==> src/rtl/clock_12h_pkg.sv <==
// rtl/clock_12h_pkg.sv - shared field widths and limits for the 12-hour clock
package clock_12h_pkg;
  localparam int HOUR_W = 4;
  localparam int MIN_W  = 6;
  localparam int SEC_W  = 6;

  localparam logic [SEC_W-1:0]  SEC_MAX    = 6'd59;
  localparam logic [MIN_W-1:0]  MIN_MAX    = 6'd59;
  localparam logic [HOUR_W-1:0] HOUR_MAX   = 4'd12;
  localparam logic [HOUR_W-1:0] HOUR_MIN   = 4'd1;
  localparam logic [HOUR_W-1:0] RESET_HOUR = 4'd12;

  // Hour after a carry; anything outside 1..12 recovers to 1.
  function automatic logic [HOUR_W-1:0] next_hour(input logic [HOUR_W-1:0] h);
    if (h == 4'd0 || h >= HOUR_MAX) return HOUR_MIN;
    return h + 4'd1;
  endfunction
endpackage

==> src/rtl/tick_prescaler.sv <==
// rtl/tick_prescaler.sv - divides the system clock down to a one-second tick
module tick_prescaler #(
  parameter int CLK_DIV = 1
) (
  input  logic clk,
  input  logic rst,
  output logic tick
);
  localparam int CW = (CLK_DIV > 1) ? $clog2(CLK_DIV) : 1;
  localparam logic [CW-1:0] LAST = CW'(CLK_DIV - 1);

  logic [CW-1:0] r_count;

  assign tick = (r_count >= LAST);

  always_ff @(posedge clk) begin
    if (rst)       r_count <= '0;
    else if (tick) r_count <= '0;
    else           r_count <= r_count + 1'b1;
  end
endmodule

==> src/rtl/clock_12h.sv <==
// rtl/clock_12h.sv - free-running 12-hour hh:mm:ss counter with AM/PM flag
module clock_12h
  import clock_12h_pkg::*;
#(
  parameter int CLK_DIV = 1
) (
  input  logic              clk,
  input  logic              rst,
  output logic [HOUR_W-1:0] hours,
  output logic [MIN_W-1:0]  minutes,
  output logic [SEC_W-1:0]  seconds,
  output logic              am_pm
);
  logic              w_tick;
  logic              w_sec_wrap;
  logic              w_min_wrap;
  logic              w_hour_carry;
  logic [HOUR_W-1:0] r_hours;
  logic [MIN_W-1:0]  r_minutes;
  logic [SEC_W-1:0]  r_seconds;
  logic              r_am_pm;

  tick_prescaler #(.CLK_DIV(CLK_DIV)) u_prescaler (
    .clk  (clk),
    .rst  (rst),
    .tick (w_tick)
  );

  // Values above the maximum behave like the maximum so upsets self-heal.
  assign w_sec_wrap   = (r_seconds >= SEC_MAX);
  assign w_min_wrap   = (r_minutes >= MIN_MAX);
  assign w_hour_carry = w_tick && w_sec_wrap && w_min_wrap;

  always_ff @(posedge clk) begin
    if (rst) begin
      r_hours   <= RESET_HOUR;
      r_minutes <= '0;
      r_seconds <= '0;
      r_am_pm   <= 1'b0;
    end else if (w_tick) begin
      r_seconds <= w_sec_wrap ? '0 : r_seconds + 6'd1;
      if (w_sec_wrap) r_minutes <= w_min_wrap ? '0 : r_minutes + 6'd1;
      if (w_hour_carry) begin
        r_hours <= next_hour(r_hours);
        if (r_hours == HOUR_MAX - 4'd1) r_am_pm <= ~r_am_pm;
      end
    end
  end

  assign hours   = r_hours;
  assign minutes = r_minutes;
  assign seconds = r_seconds;
  assign am_pm   = r_am_pm;
endmodule

==> config.mk <==
export PLATFORM = sky130hd
export DESIGN_NAME = clock_12h
export DESIGN_NICKNAME = d
export VERILOG_FILES = /design/src/rtl/clock_12h_pkg.sv /design/src/rtl/tick_prescaler.sv /design/src/rtl/clock_12h.sv
export SDC_FILE = /design/constraint.sdc
export NUM_CORES = 1
export LEC_CHECK = 0
export CAP_MARGIN = 25
export CORE_MARGIN = 2
export CORE_UTILIZATION = 40
export DETAILED_ROUTE_END_ITERATION = 8
export PLACE_DENSITY = 0.65
export SLEW_MARGIN = 20
export SYNTH_ARGS = -nofsm -noshare
export SYNTH_HDL_FRONTEND = slang
export SYNTH_HIERARCHICAL = 1
export SYNTH_SLANG_ARGS = --single-unit
==> constraint.sdc <==
create_clock -name clk -period 1.64 [get_ports clk]
set_clock_uncertainty 0.15 [all_clocks]
set_input_delay 0.328 -clock clk [delete_from_list [all_inputs] [get_ports clk]]
set_output_delay 0.328 -clock clk [all_outputs]
set_load 0.02 [all_outputs]
# Word level (Yosys, flattened, before mapping)
# Cells that the tools add are included.
classes:
  mul: 0
  n_eq_ne: 1
  addsub: 4
  n_reduce_logical: 8
  div: 0
  shifts: 0
  muxes: 8
  n_bitwise: 1
  n_lt_le_gt_ge: 4
op_table:
  columns: ["op", "n"]
  rows:
  - ["6-bit by 1-bit adder with 6-bit output, second input constant", 2]
  - ["6-bit >= comparator, second input constant", 2]
  - ["6-bit two-way mux", 2]
  - ["4-bit two-way mux", 2]
  - ["4-bit by 1-bit adder with 4-bit output, second input constant", 1]
  - ["4-bit == test, second input constant", 1]
  - ["4-bit >= comparator, second input constant", 1]
  - ["4-bit zero test", 1]
  - ["1-bit two-way mux", 4]
  - ["2-bit AND reduction", 2]
  - ["3-bit AND reduction", 1]
  - ["1-bit logical AND", 2]
  - ["2-bit OR reduction", 1]
  - ["1-bit adder, second input constant", 1]
  - ["1-bit >= comparator, second input constant", 1]
  - ["1-bit logical OR", 1]
  - ["1-bit NOT", 1]
word_totals:
  register_bits: 18
  input_bits: 2
  ramBits: 0
  memories: 0
  out_inout_bits: 17
  rom_bits: 0
  latch_bits: 0

# Longest topological paths before layout
logic_depth:
  depth_word: 7
  mapped_depth: 5

# By module
# Netlist, hierarchy kept.
modules_own_cells:
  columns: ["mod", "cells_each", "seq_area_each_um2", "area_per_inst_um2", "n_inst"]
  rows:
  - ["clock_12h", 98, 340.3, 933.4, 1]
  - ["tick_prescaler", 2, 0.0, 11.3, 1]

# Least setup slack after synthesis
# OpenSTA, ideal clock, no wires.
synth_path:
  path_kind: "reg-to-reg"
  startpoint: "reg r_minutes[0], in the netlist minutes[0]"
  endpoint: "reg r_hours[2], in the netlist hours[2]"
  n_path_buf: 0
  setup_ns: 0.122
  path_stages_with_launch: 5
  t_arrival_ns: 1.655
  slack_ns: -0.287
  synth_period_minus_slack_ns: 1.927
  cell_sequence: "dfxtp_1 ha_1 o2111ai_2 o41a_1 a311o_1"
synth_via:
  elab_chain_cells: 3
synth_rtl:
  columns: ["element", "line_no", "rtl"]
  rows:
  - ["from (decl)", "clock_12h.sv:19", "logic [MIN_W-1:0] r_minutes;"]
  - ["from (signal assigned)", "clock_12h.sv:42", "if (w_sec_wrap) r_minutes <= w_min_wrap ? '0 : r_minutes + 6'd1;"]
  - ["6-bit >= comparator", "clock_12h.sv:31", "assign w_min_wrap = (r_minutes >= MIN_MAX);"]
  - ["1-bit logical AND", "clock_12h.sv:32", "assign w_hour_carry = w_tick && w_sec_wrap && w_min_wrap;"]
  - ["2-bit AND reduction (no line)", null, null]
  - ["to (signal assigned)", "clock_12h.sv:44", "r_hours <= next_hour(r_hours);"]
  - ["to (decl)", "clock_12h.sv:18", "logic [HOUR_W-1:0] r_hours;"]
# Every way passes these cells.
# A chain may end at the register's enable or synchronous reset.

# Worst setup path after layout
layout_path:
  startpoint: "reg r_minutes[4], in the netlist minutes[4]"
  endpoint: "out minutes[4]"
layout_rtl:
  columns: ["element", "line_no", "rtl"]
  rows:
  - ["to (decl)", "clock_12h.sv:10", "output logic [MIN_W-1:0] minutes,"]
# No word-level cell between the ends.

==> flow_summary.toml <==
[timing]
whs_ps = 384.1
final_hold_viol_count = 0
period_share_pct = 97.49
setup-tns-final_ps = 0
rsz0062_at_grt = "true"
drv_slew = 0
finalSetupViolCount = 0
fmax_mhz = 625.4
period_needed_ps = 1599

[floorplanning]
top_level_ports = 19
coreArea_sq_um = 2212
fp.dieW_um = 52.60
initial_core_util_pct = 42.70
die_area_sq_um = 2766
fp-row-count = 17
die_height_um = 52.60

[worst_hold_path]
min_path_type = "reg2reg"
whs_path_depth = 2
holdCritStartpoint = "seconds[5]"
holdPathEnd = "seconds[5]"

[grt]
grt_pass1_wl_um = 3864
grt_pass1_vias = 854
overflow = 0
antenna_found_initial = 0
track_usage_pct = 19.04
grt_start_max_net_pins = 11

[yosys]
synth_area_leader_cell = "dfxtp_1"
synth_top_area_share_pct = 36.03
syn_area_per_cell_sq_um = 9.447
synth_top_cells_by_count = "dfxtp_1, nor2_1, ha_1"
synth_ff_type = "dfxtp_1"
synth.distinct_cells = 44
synthArstFlopShare_pct = 0
ys_seq_area_share_pct = 36.03
syn_nets = 106
netlist_instances = 100
yosysWarnings = 6
synth_seq_cells = 17
synth_edf_count = 0
synthTopCellsByArea = "dfxtp_1, nor2_1, ha_1, nor4b_1, and4b_2"
synth.most_common_cell = "dfxtp_1"
syn_area_sq_um = 944.7

[critical_path]
start_kind = "flop"
cp_max_fo = 9
worstPathArrival_ps = 1120
path_buf_inv = 1
cpLargestDelayFamily = "flip-flops"
r2r-end = "hours[0]"
criticalPathCategory = "reg2out"
slowest_stage = "dfxtp_2"
cpPeakStageDelay_ps = 460
reg2reg_from = "hours[0]"
end_kind = "output pin"
rrSetupSlack_ps = 50
r2r_cells = 5
cp_cell_sequence = "dlygate4sd2_1"
cp.required_ps = 1160

[detailed_routing]
drc = 0
ant_nets = 0
firstDrtPassIters = 4
vias_per_cell = 5.491
vias = 906
drtIter0Drc = 6
drt_wl_total_um = 2421
avgRoutedWirePerCell_um = 14.67

[clocking]
clock-sinks = 17
clk_pin_slew_ps = 110
cts-root-buf = "clkbuf_4"
cts-htree-levels = 1
cts_made_buffers = 3
worstSkewPairLatency_ps = 300
cts_buffer_depth = 2
cts_tree = "done"
cts_hold_buf = 0

[place]
gp_congestion = 0.7930
placement.io_buffers = 18
dp_cells = 160
dp_hpwl_um = 1738
placed_area_sq_um = 1330

[cells_and_area]
area_delta_synth_final_pct = 47.15
nFillCells = 222
multiInputGateArea_sq_um = 635.6
design_area_sq_um = 1390
insertedDiodeCount = 0
drive_gt1_share_pct = 43.07
area.sequential_sq_um = 369.1
fin_nets = 144
finalNonFillerCells = 165

[power]
power_frac_clock_pct = 32.3
power_mw = 0.7285
combPwrFrac_pct = 10.2
netSwitchingPower_mw = 0.1890
power_frac_seq_pct = 57.5
vdd_drop_max_v = 0.0004537
switching_share_pct = 25.94
p_per_area_nw_per_um2 = 524.1
leakagePower_nw = 0.5858
p_int_mw = 0.5395

[status]
status = "finished clean"

[job]
maxCapViolCount = 0
registers in the layout, summed over array words and instances (netlist names):
name,flops
seconds,6
hours,4
am_pm,1
minutes,6
layout make-up:
cell class	count	area share, %
multi-input cells	75	45.72
flip-flops and latches	17	26.55
well taps	28	2.520
clock buffers	3	1.620
clock inverters	1	0.3600
inverters	3	0.8101
repair buffers	38	22.41
cells in the final DEF (no fill, tap or decap), types with 2 or more instances in the layout:
cell	netlist	layout
a31oi_1	3	3
and4_1	2	2
and4b_2	2	2
buf_4	3	20
clkbuf_4	0	3
clkdlybuf4s15_1	0	2
dfxtp_1	17	2
dfxtp_2	0	11
dfxtp_4	0	4
dlygate4sd2_1	0	15
ha_4	0	3
inv_2	0	2
mux2i_1	2	2
nand2_1	2	2
nand2b_1	2	2
nand3_1	3	3
nand4_1	3	3
nand4b_1	2	2
nor2_1	14	13
nor3b_1	2	2
nor4b_1	3	3
o31ai_1	2	2
xnor2_1	2	2
xor2_1	2	2
metrics by stage:
stage	setup slack, ps	utilization [%]
6_report	41.14	62.84
3_3_place_gp	-41.38	60.12
5_1_grt	-14.11	62.84
3_5_place_dp	-77.36	60.12
4_1_cts	6.195	61.20
2_1_floorplan	7.537	-
power groups by stage:
stage	registers (mW)	clock network (mW)	logic, mW
final	0.419	0.235	0.0743
after global routing	0.420	0.258	0.0820
after CTS	0.421	0.242	0.0726
after detailed placement	0.430	0	0.0756
after global placement	0.430	0	0.0744
after floorplan	0.439	0	0.0336
repair_timing:
action	4_1_cts	5_1_grt
endpoints found under the hold margin	0	0
setup buffers	0	1
gates resized for setup	21	12
endpoints found under the setup margin	18	10
pin swaps	0	3
cell families (layout without fill, tap and decap cells):
logic type      Yosys count  in the layout  synth area share (%)
compound gates           19             19                 17.09
xor+xnor                  4              4                 3.709
fa+ha+maj                 4              4                 5.298
buf+inv                   8             45                 4.634
flops                    17             17                 36.03
mux                       3              3                 3.311
other cells               1              1                0.3970
simple gates             44             44                 29.54
worst register-to-register path, delay by kind of cell (launching register included):
family | cells | cell delay, ps
simple gates | 2 | 570
flops | 1 | 380
fa+ha+maj | 1 | 180
compound gates | 1 | 170
buf+inv | 1 | 70
layer usage:
metal | track usage, % | vias up | routed length [um]
met2 | 31.67 | 17 | 1228
met4 | 9.402 | 0 | 27
met3 | 3.714 | 4 | 69
met5 | 0 | - | 0
li1 | - | 452 | -
met1 | 23.20 | 433 | 1097
worst max-delay path by stage:
| stage | start | to | slack (ps) | depth (start not counted) |
|---|---|---|---|---|
| after floorplan | hours[0] | hours[0] | 8 | 5 |
| after global placement | rst | minutes[4] | -40 | 3 |
| after detailed placement | rst | minutes[4] | -80 | 3 |
| after CTS | seconds[0] | minutes[3] | 6 | 5 |
| after global routing | minutes[0] | hours[2] | -10 | 4 |
| final | minutes[4] | minutes[4] | 40 | 1 |
No activity file was read; power rests on OpenSTA's default activity.
